===== config.mk =====
export PLATFORM = sky130hd
export DESIGN_NAME = program_loader
export DESIGN_NICKNAME = d
export VERILOG_FILES = /design/src/rtl/program_loader.sv
export SDC_FILE = /design/constraint.sdc
export NUM_CORES = 1
export LEC_CHECK = 0
export BUFFER_PORTS_ARGS = -buffer_cell sky130_fd_sc_hd__buf_2
export CORE_UTILIZATION = 50
export CTS_CLUSTER_DIAMETER = 30
export CTS_CLUSTER_SIZE = 16
export DETAILED_ROUTE_END_ITERATION = 10
export PLACE_DENSITY = 0.73
export SLEW_MARGIN = 20
export SYNTH_ARGS = -nofsm -noshare
export SYNTH_HDL_FRONTEND = slang
export SYNTH_SLANG_ARGS = --single-unit

===== constraint.sdc =====
create_clock -name clk -period 4.5 [get_ports clk]
set_clock_uncertainty 0.2 [all_clocks]
set_input_delay 0.45 -clock clk [delete_from_list [all_inputs] [get_ports clk]]
set_output_delay 0.45 -clock clk [all_outputs]
set_load 0.05 [all_outputs]

===== src/rtl/program_loader.sv =====
// program_loader: receives a boot image over an 8N1 UART line (4-byte
// little-endian word count followed by that many little-endian words),
// writes each word into the instruction ROM write port, and holds the CPU
// in reset until the whole image is in place.
module program_loader #(
  parameter int CLKS_PER_BIT         = 868,
  parameter int ROM_ADDRESS_BITWIDTH = 10
) (
  input  logic                            clk,
  input  logic                            reset_n,
  input  logic                            uart_rx,
  output logic                            rom_wren,
  output logic [ROM_ADDRESS_BITWIDTH-1:0] rom_address,
  output logic [31:0]                     rom_write_data,
  output logic                            cpu_reset_n,
  output logic                            loading,
  output logic                            error
);

  localparam int CNT_W   = (CLKS_PER_BIT > 2) ? $clog2(CLKS_PER_BIT) : 1;
  localparam int REM_W   = ROM_ADDRESS_BITWIDTH - 1;

  localparam logic [CNT_W-1:0]                BIT_LAST  = CNT_W'(CLKS_PER_BIT - 1);
  localparam logic [CNT_W-1:0]                HALF_LAST = CNT_W'(CLKS_PER_BIT / 2 - 1);
  localparam logic [31:0]                     MAX_WORDS = 32'(1) << (ROM_ADDRESS_BITWIDTH - 2);
  localparam logic [REM_W-1:0]                REM_ONE   = REM_W'(1);
  localparam logic [ROM_ADDRESS_BITWIDTH-1:0] ADDR_STEP = ROM_ADDRESS_BITWIDTH'(4);

  typedef enum logic [1:0] {
    RX_IDLE,
    RX_START,
    RX_DATA,
    RX_STOP
  } rx_state_t;

  typedef enum logic [2:0] {
    RECV_LEN,
    RECV_DATA,
    WRITE,
    DONE,
    ERROR
  } state_t;

  // Synchronizer and edge-detect history; all idle-high.
  logic rx_meta;
  logic rx_sync;
  logic rx_prev;

  // Receiver state.
  rx_state_t        rx_state_q, rx_state_d;
  logic [CNT_W-1:0] rx_cnt_q,   rx_cnt_d;
  logic [2:0]       rx_bit_q,   rx_bit_d;
  logic [7:0]       rx_shift_q, rx_shift_d;
  logic             byte_valid;
  logic             frame_err;

  // Loader state.
  state_t                          state_q,     state_d;
  logic [31:0]                     word_q,      word_d;
  logic [1:0]                      byte_idx_q,  byte_idx_d;
  logic [ROM_ADDRESS_BITWIDTH-1:0] addr_q,      addr_d;
  logic [REM_W-1:0]                remaining_q, remaining_d;
  logic [31:0]                     word_ins;

  // Two-flop synchronizer plus one history flop for falling-edge detection.
  // NOTE: sequential state uses non-blocking assignments so every flop in the
  // chain samples the value its predecessor held before the edge.
  always_ff @(posedge clk or negedge reset_n) begin
    if (!reset_n) begin
      rx_meta <= 1'b1;
      rx_sync <= 1'b1;
      rx_prev <= 1'b1;
    end else begin
      rx_meta <= uart_rx;
      rx_sync <= rx_meta;
      rx_prev <= rx_sync;
    end
  end

  // Receiver state register.
  always_ff @(posedge clk or negedge reset_n) begin
    if (!reset_n) begin
      rx_state_q <= RX_IDLE;
      rx_cnt_q   <= '0;
      rx_bit_q   <= '0;
      rx_shift_q <= '0;
    end else begin
      rx_state_q <= rx_state_d;
      rx_cnt_q   <= rx_cnt_d;
      rx_bit_q   <= rx_bit_d;
      rx_shift_q <= rx_shift_d;
    end
  end

  // Receiver next state: half-bit start recheck, then mid-bit sampling.
  // NOTE: every signal driven here gets a default first so no path through
  // the case statement leaves one unassigned and infers a latch.
  always_comb begin
    rx_state_d = rx_state_q;
    rx_cnt_d   = rx_cnt_q;
    rx_bit_d   = rx_bit_q;
    rx_shift_d = rx_shift_q;
    byte_valid = 1'b0;
    frame_err  = 1'b0;
    case (rx_state_q)
      RX_IDLE: begin
        if (rx_prev && !rx_sync) begin
          rx_state_d = RX_START;
          rx_cnt_d   = '0;
        end
      end
      RX_START: begin
        if (rx_cnt_q == HALF_LAST) begin
          rx_cnt_d   = '0;
          rx_bit_d   = '0;
          // A line that is high again at mid-start was only a glitch.
          rx_state_d = rx_sync ? RX_IDLE : RX_DATA;
        end else begin
          rx_cnt_d = rx_cnt_q + 1'b1;
        end
      end
      RX_DATA: begin
        if (rx_cnt_q == BIT_LAST) begin
          rx_cnt_d   = '0;
          rx_shift_d = {rx_sync, rx_shift_q[7:1]};
          if (rx_bit_q == 3'd7) begin
            rx_state_d = RX_STOP;
          end else begin
            rx_bit_d = rx_bit_q + 1'b1;
          end
        end else begin
          rx_cnt_d = rx_cnt_q + 1'b1;
        end
      end
      RX_STOP: begin
        if (rx_cnt_q == BIT_LAST) begin
          rx_cnt_d   = '0;
          rx_state_d = RX_IDLE;
          byte_valid = rx_sync;
          frame_err  = !rx_sync;
        end else begin
          rx_cnt_d = rx_cnt_q + 1'b1;
        end
      end
      default: rx_state_d = RX_IDLE;
    endcase
  end

  // Current assembly word with the freshly received byte dropped into its lane.
  always_comb begin
    word_ins = word_q;
    word_ins[{byte_idx_q, 3'b000} +: 8] = rx_shift_q;
  end

  // Loader state register and datapath.
  always_ff @(posedge clk or negedge reset_n) begin
    if (!reset_n) begin
      state_q     <= RECV_LEN;
      word_q      <= '0;
      byte_idx_q  <= '0;
      addr_q      <= '0;
      remaining_q <= '0;
    end else begin
      state_q     <= state_d;
      word_q      <= word_d;
      byte_idx_q  <= byte_idx_d;
      addr_q      <= addr_d;
      remaining_q <= remaining_d;
    end
  end

  // Loader next state and status outputs.
  always_comb begin
    state_d     = state_q;
    word_d      = word_q;
    byte_idx_d  = byte_idx_q;
    addr_d      = addr_q;
    remaining_d = remaining_q;
    rom_wren    = 1'b0;
    cpu_reset_n = 1'b0;
    loading     = 1'b0;
    error       = 1'b0;
    case (state_q)
      RECV_LEN: begin
        loading = 1'b1;
        if (frame_err) begin
          state_d = ERROR;
        end else if (byte_valid) begin
          word_d     = word_ins;
          byte_idx_d = byte_idx_q + 1'b1;
          if (byte_idx_q == 2'd3) begin
            if (word_ins == '0) begin
              state_d = DONE;
            end else if (word_ins > MAX_WORDS) begin
              state_d = ERROR;
            end else begin
              state_d     = RECV_DATA;
              remaining_d = word_ins[REM_W-1:0];
            end
          end
        end
      end
      RECV_DATA: begin
        loading = 1'b1;
        if (frame_err) begin
          state_d = ERROR;
        end else if (byte_valid) begin
          word_d     = word_ins;
          byte_idx_d = byte_idx_q + 1'b1;
          if (byte_idx_q == 2'd3) begin
            state_d = WRITE;
          end
        end
      end
      WRITE: begin
        // Bytes are at least a frame apart, so this single cycle never
        // collides with a receiver event.
        loading     = 1'b1;
        rom_wren    = 1'b1;
        addr_d      = addr_q + ADDR_STEP;
        remaining_d = remaining_q - 1'b1;
        state_d     = (remaining_q == REM_ONE) ? DONE : RECV_DATA;
      end
      DONE: begin
        cpu_reset_n = 1'b1;
      end
      ERROR: begin
        error = 1'b1;
      end
      default: state_d = ERROR;
    endcase
  end

  assign rom_address    = addr_q;
  assign rom_write_data = word_q;

endmodule


# Yosys cells after proc, flatten, opt, wreduce, memory -nomap -nowiden
# Index checks and enable logic that the tools add are counted.
# Widths: inputs -> output; s select.
# op_classes
n_addsub	6
n_lt_le_gt_ge	1
eq_ne	27
n_shift	2
mux	40
bitwise_logic	2
reduce_logical	17
# ops
operator	n
$mux 9	5
$mux 3	11
$bwmux 32	1
$gt 32x9->1 const B	1
$logic_not 32->1	1
$shift 8x7->32 const A	1
$shiftx 8x7->32	1
$mux 10	3
$pmux 10 s3	1
$ne 2x2->1 const B	11
$pmux 9 s2	1
$mux 2	7
$ne 3x3->1 const B	4
$pmux 3 s4	1
$add 10x1->10 const B	1
$add 10x3->10 const B	1
$eq 10x10->1 const B	1
$eq 10x9->1 const B	1
$reduce_and 5->1	2
$eq 9x1->1 const B	1
$sub 9x1->9 const B	1
$mux 1	8
$pmux 2 s4	1
$neg 5->7	1
20 further kinds	28
# word_totals
reg_bits	82
input_bits	3
output_inout_bits	46
word_cells	107

# Logic depth before layout (Yosys ltp)
# depth
ltp_word	10
mapped_depth	12
ltp_nobuf	8

# Worst setup path before layout
# No wires, ideal clock.
# synth_timing
kind	register -> register
start	register byte_idx_q[0]
end	register remaining_q[4]
setup_time_ns	0.123
t_arrival_ns	2.950
slack_ns	1.227
path_stages_with_launch	12
n_path_buf	3
period_less_slack_ns	3.273
cell_sequence	dfrtp_1 > buf_2 > inv_1 > ha_1 > buf_2 > nor3b_1 > a32o_1 > a2111oi_4 > nand3_2 > or4b_1 > buf_2 > o221a_1
# synth_via
elab_chain_len	9
# synth_lines
item	line_no	source
start, declared	60	logic [1:0] byte_idx_q, byte_idx_d;
start signal, assigned	166	byte_idx_q <= byte_idx_d;
parallel branches: the longest is 9 deep, another holds $gt 32x9->1	--	
end signal, assigned	168	remaining_q <= remaining_d;
end, declared	62	logic [REM_W-1:0] remaining_q, remaining_d;
# Parallel ways; which one is timed is not known. The select of a mux whose other input is x is not followed.
# A chain may end at the register's enable or synchronous reset.

# Worst setup path in the final report
# layout_timing
start	register byte_idx_q[0]
end	register state_q[0]
# layout_via
elab_chain_len	10
# layout_lines
item	line_no	source
$neg 5->7	152	word_ins[{byte_idx_q, 3'b000} +: 8] = rx_shift_q;
$shiftx 8x7->32 or $shift 8x7->32 (tied branches)	152	
$bwmux 32	152	
$gt 32x9->1	194	end else if (word_ins > MAX_WORDS) begin
$mux 3	194	
$mux 3	192	if (word_ins == '0) begin
$mux 3	191	if (byte_idx_q == 2'd3) begin
$mux 3	188	end else if (byte_valid) begin
$mux 3	186	if (frame_err) begin
$pmux 3 s4	183	case (state_q)
end signal, assigned	164	state_q <= state_d;
end, declared	58	state_t state_q, state_d;
# Parallel ways exist; a longest one is shown, timed or not. The select of a mux whose other input is x is not followed.

==> results list <==
- a little under 50 I/O pins were placed.
- Largest net degree at the start of global routing: 81
* CTS tree: yes
- Clock H-tree levels: 3
- After synthesis, the share of flip-flops with an asynchronous set or reset is 1.00.
* Initial Util: 0.519
- Worst Tran Pin Value: about 0.95 ns
* Number of global-route vias before repair: about 3300
- Vias after detailed routing: between 3000 and 4000
* Overall die area: between 8000 and 9000 um2
* Slack of the worst reg-to-reg path: about 0.65 ns
- Overall power: 1.57 mW
- The floorplan step set the die height to between 90 and 100 um.
- Of all nets on the critical path, the largest fanout is 15.
- Mean area per synthesized cell: between 9 and 10 um2
- Yosys warns: 0
- Post-route DRC: 0
- Total congestion overflow: 0
* Total of buffers placed on input and output ports: 46
- Wire length of the first global-routing pass: roughly 16000 um
- Number of standard cells after synthesis: 460
- Using the TritonRoute via totals, the vias-per-cell ratio works out to between 5 and 6.
- Hold Path Class: reg -> reg
- Critical path data required time: around 4.6 ns
- In the final layout, the multi-input gates occupy 2090 um2.
- Setup tns final: 0 ns
- Total buffers and inverters traversed by the critical path: 1
* Synth Area in XOR/XNOR: 0.0226
- Of the cells placed in the final design, the portion with a size suffix greater than 1 is 0.175.
- Global placer's final weighted congestion: around 0.89
- For this design the ratio of total power to cell area is approximately 330 nW/um2.
* Count of inserted antenna diode cells: 0
- Clock latency on the worst-skew pair, taken at its later pin, is roughly 0.35 ns.
- Run status: finished, final reports clean
* Number of buffers inserted during clock tree synthesis: 9
- In this run the deepest clock path goes through 2 buffers.
- Top post-synthesis cells by area: sky130_fd_sc_hd__dfrtp_1 45%, sky130_fd_sc_hd__nand2_1 6.7%, sky130_fd_sc_hd__o21ai_0 5.9%, sky130_fd_sc_hd__ha_1 3.8%, sky130_fd_sc_hd__mux2_2 2.6%
* Placed wire-length estimate: between 6000 and 7000 um
* Post-synthesis sequential area ratio: 0.471
- Largest stage delay on the critical path: 0.66 ns
* Most used flip-flop cell after synthesis: sky130_fd_sc_hd__dfrtp_1
* Final WL: 9420 um
* Type of element launching the critical path: flop
* Average wire per cell in the routed design: about 15 um
- For this run, the detailed router's first-pass iteration total came to 4.
* Layout net count: between 500 and 600
- Portion of netlist area occupied by mux cells: 0.0311
* Post-CTS Resized: 0
* Final Worst Setup Slack: ~0.65 ns
- Walking the worst path, the cells encountered are inv_1 > ha_1 > nor3b_1 > a32o_1 > a2111oi_4 > nand4_1 > or4_1 > a21oi_1.
- The worst-case IR drop observed on VDD is 0.000222 V.
- Max-slew violations: 0
* Leakage Power: approximately 2.2 nW
* Adder and majority gate portion of the synthesized area: 0.0382
* Post-layout min period: a little under 4 ns
- Yosys instantiated no cell more often than sky130_fd_sc_hd__dfrtp_1.
- Once detail routing completed, the nets flagged for antenna violations numbered 0.
* Number of storage elements in the synthesis netlist: 80
- For this block, the initial DRC count from the detailed router was approximately 210.
* Reported max-cap violation count: 0
- Unrepaired setup endpoints after global routing: false
* Overall track demand over capacity in global routing: 0.231
- In the finished design, the share of the clock period the worst path needs comes to 0.856.
- The biggest area contributor in the post-synthesis netlist is sky130_fd_sc_hd__dfrtp_1.
- By area, the combinational part of the netlist is dominated by simple AND/OR/NAND/NOR gates.
- Placed inst area: approximately 4500 um2
- Data arrival time at the worst-slack endpoint: 3.94 ns
* Post-route standard cell area excluding fillers: between 4000 and 5000 um2
- The slowest stage of the critical path belongs to the cell sky130_fd_sc_hd__dfrtp_1.
- Excluding fillers, the count of instances in the completed layout stands at 608.
- Number of enable-type register cells in the synthesized netlist: 0
* Width of the die: approximately 94 um
- The kind of cell with the highest combined delay along the critical path is simple AND/OR/NAND/NOR gates.
* Kind of end point of the critical path: flop
- Number of setup violations in the final report: 0
- At the placement stage, the worst setup path has a slack of approximately 0.74 ns.
- Post-layout utilization of the core: 0.581
- Hold slack final: 0.162 ns
- The number of hold violations in the final report came to 0.
* Layout Area Growth over Synthesis: 12.0%
- CTS sink count: 80
* Standard-cell row count: 33
- Max_slew headroom: 0.368
- The critical path in this run is classified as reg -> reg.
- The share of the synthesized area in compound gates (AO/OA/AOI/OAI) came to 0.164.
* Initial antenna violation count: 0
* Top cell type's share of synthesized area: 0.452
- Fraction of the mapped netlist area in simple logic gates: 0.233
- Based on the critical path, the design can be clocked at up to roughly 260 MHz.
- The total area inside the core boundary comes to about 8200 um2.
- Combined area of all synthesized cells: 4260 um2
- The number of placed instances, taps included, is 590.
- After clock tree synthesis, the clock-pin slew on the worst setup and hold paths is 0.09 ns.
- The tree is rooted in a sky130_fd_sc_hd__clkbuf_8.
* Area of all sequential standard cells: 2010 um2
- The commonest cells after synthesis are 77 x sky130_fd_sc_hd__dfrtp_1, 76 x sky130_fd_sc_hd__nand2_1, 50 x sky130_fd_sc_hd__o21ai_0.
- Fill count: just over 700
- Synth unique cells: between 60 and 70
-- report_power, final --
part	internal, mW	switching (mW)	total [mW]	leakage (nW)
clock network	0.288	0.261	0.549	0.103
logic	0.0765	0.121	0.197	1.04
registers	0.764	0.0588	0.823	1.09
-- per-layer routing --
layer / GRT usage / share of wire / up-vias
li1: - / - / 1702
met1: 0.306 / 0.47 / 1687
met2: 0.365 / 0.47 / 96
met3: 0.0494 / 0.040 / 18
met4: 0.0974 / 0.023 / 0
met5: 0 / 0 / -
-- flip-flops by register name, summed over array words and instances, names as in the netlist, named ones only --
| signal | cells |
|---|---|
| rom_write_data | 32 |
| rx_cnt_q | 10 |
| remaining_q | 9 |
| rom_address | 8 |
| rx_shift_q | 8 |
| rx_bit_q | 3 |
| state_q | 3 |
| byte_idx_q | 2 |
| rx_meta | 1 |
| rx_prev | 1 |
| rx_state_q | 1 |
| rx_sync | 1 |
-- placed cells by master (no fill, tap or decap), drive strengths merged, types with 12 or more instances in the layout --
cell,synthesis,routed
clkbuf,17,12
nor2b,14,14
ha,13,13
nor2,28,28
dfrtp,77,77
buf,7,48
o21ai,50,50
a21oi,19,19
inv,16,17
nand2,76,76
-- logic make-up (layout without fill, tap and decap cells) --
family / count (synthesis) / in the layout
xor gates and xnor gates: 11 / 11
adders and majority gates: 13 / 13
muxes: 12 / 12
and+or+nand+nor: 192 / 192
buffers and inverters: 41 / 83
AOI/OAI and AO/OA: 110 / 110
other: 1 / 2
DFF: 80 / 80
-- layout make-up --
type,count,share of cell area
Timing Repair Buffer,50,0.0569
Clock buffer,12,0.0325
Sequential cell,80,0.420
Multi-Input combinational cell,340,0.439
Inverter,17,0.0134
Tap cell,105,0.0275
Clock inverter,4,0.0108
-- repair_timing --
item,CTS,global route
endpoints found under the hold margin,1,29
setup buffers,0,0
hold buffers,1,1
-- worst reg2reg max path: cells and delay by family (launching register included) --
family	cells	cell delay [ns]
AOI/OAI and AO/OA	3	0.87
adders and majority gates	1	0.52
buffers and inverters	1	0.19
DFF	1	0.66
and+or+nand+nor	3	1.34
-- final timing paths --
| check | start | endpoint | cells after the start |
|---|---|---|---|
| hold reg to reg | rx_meta | rx_sync | 0 |
| hold / removal | rx_meta | rx_sync | 0 |
| setup / recovery | byte_idx_q[0] | state_q[0] | 8 |
| max in group asynchronous | reset_n | state_q[1] | 2 |
| min in group asynchronous | reset_n | rom_write_data[21] | 2 |
| setup reg to reg | byte_idx_q[0] | state_q[0] | 8 |
(Power assumes the default switching activity.)
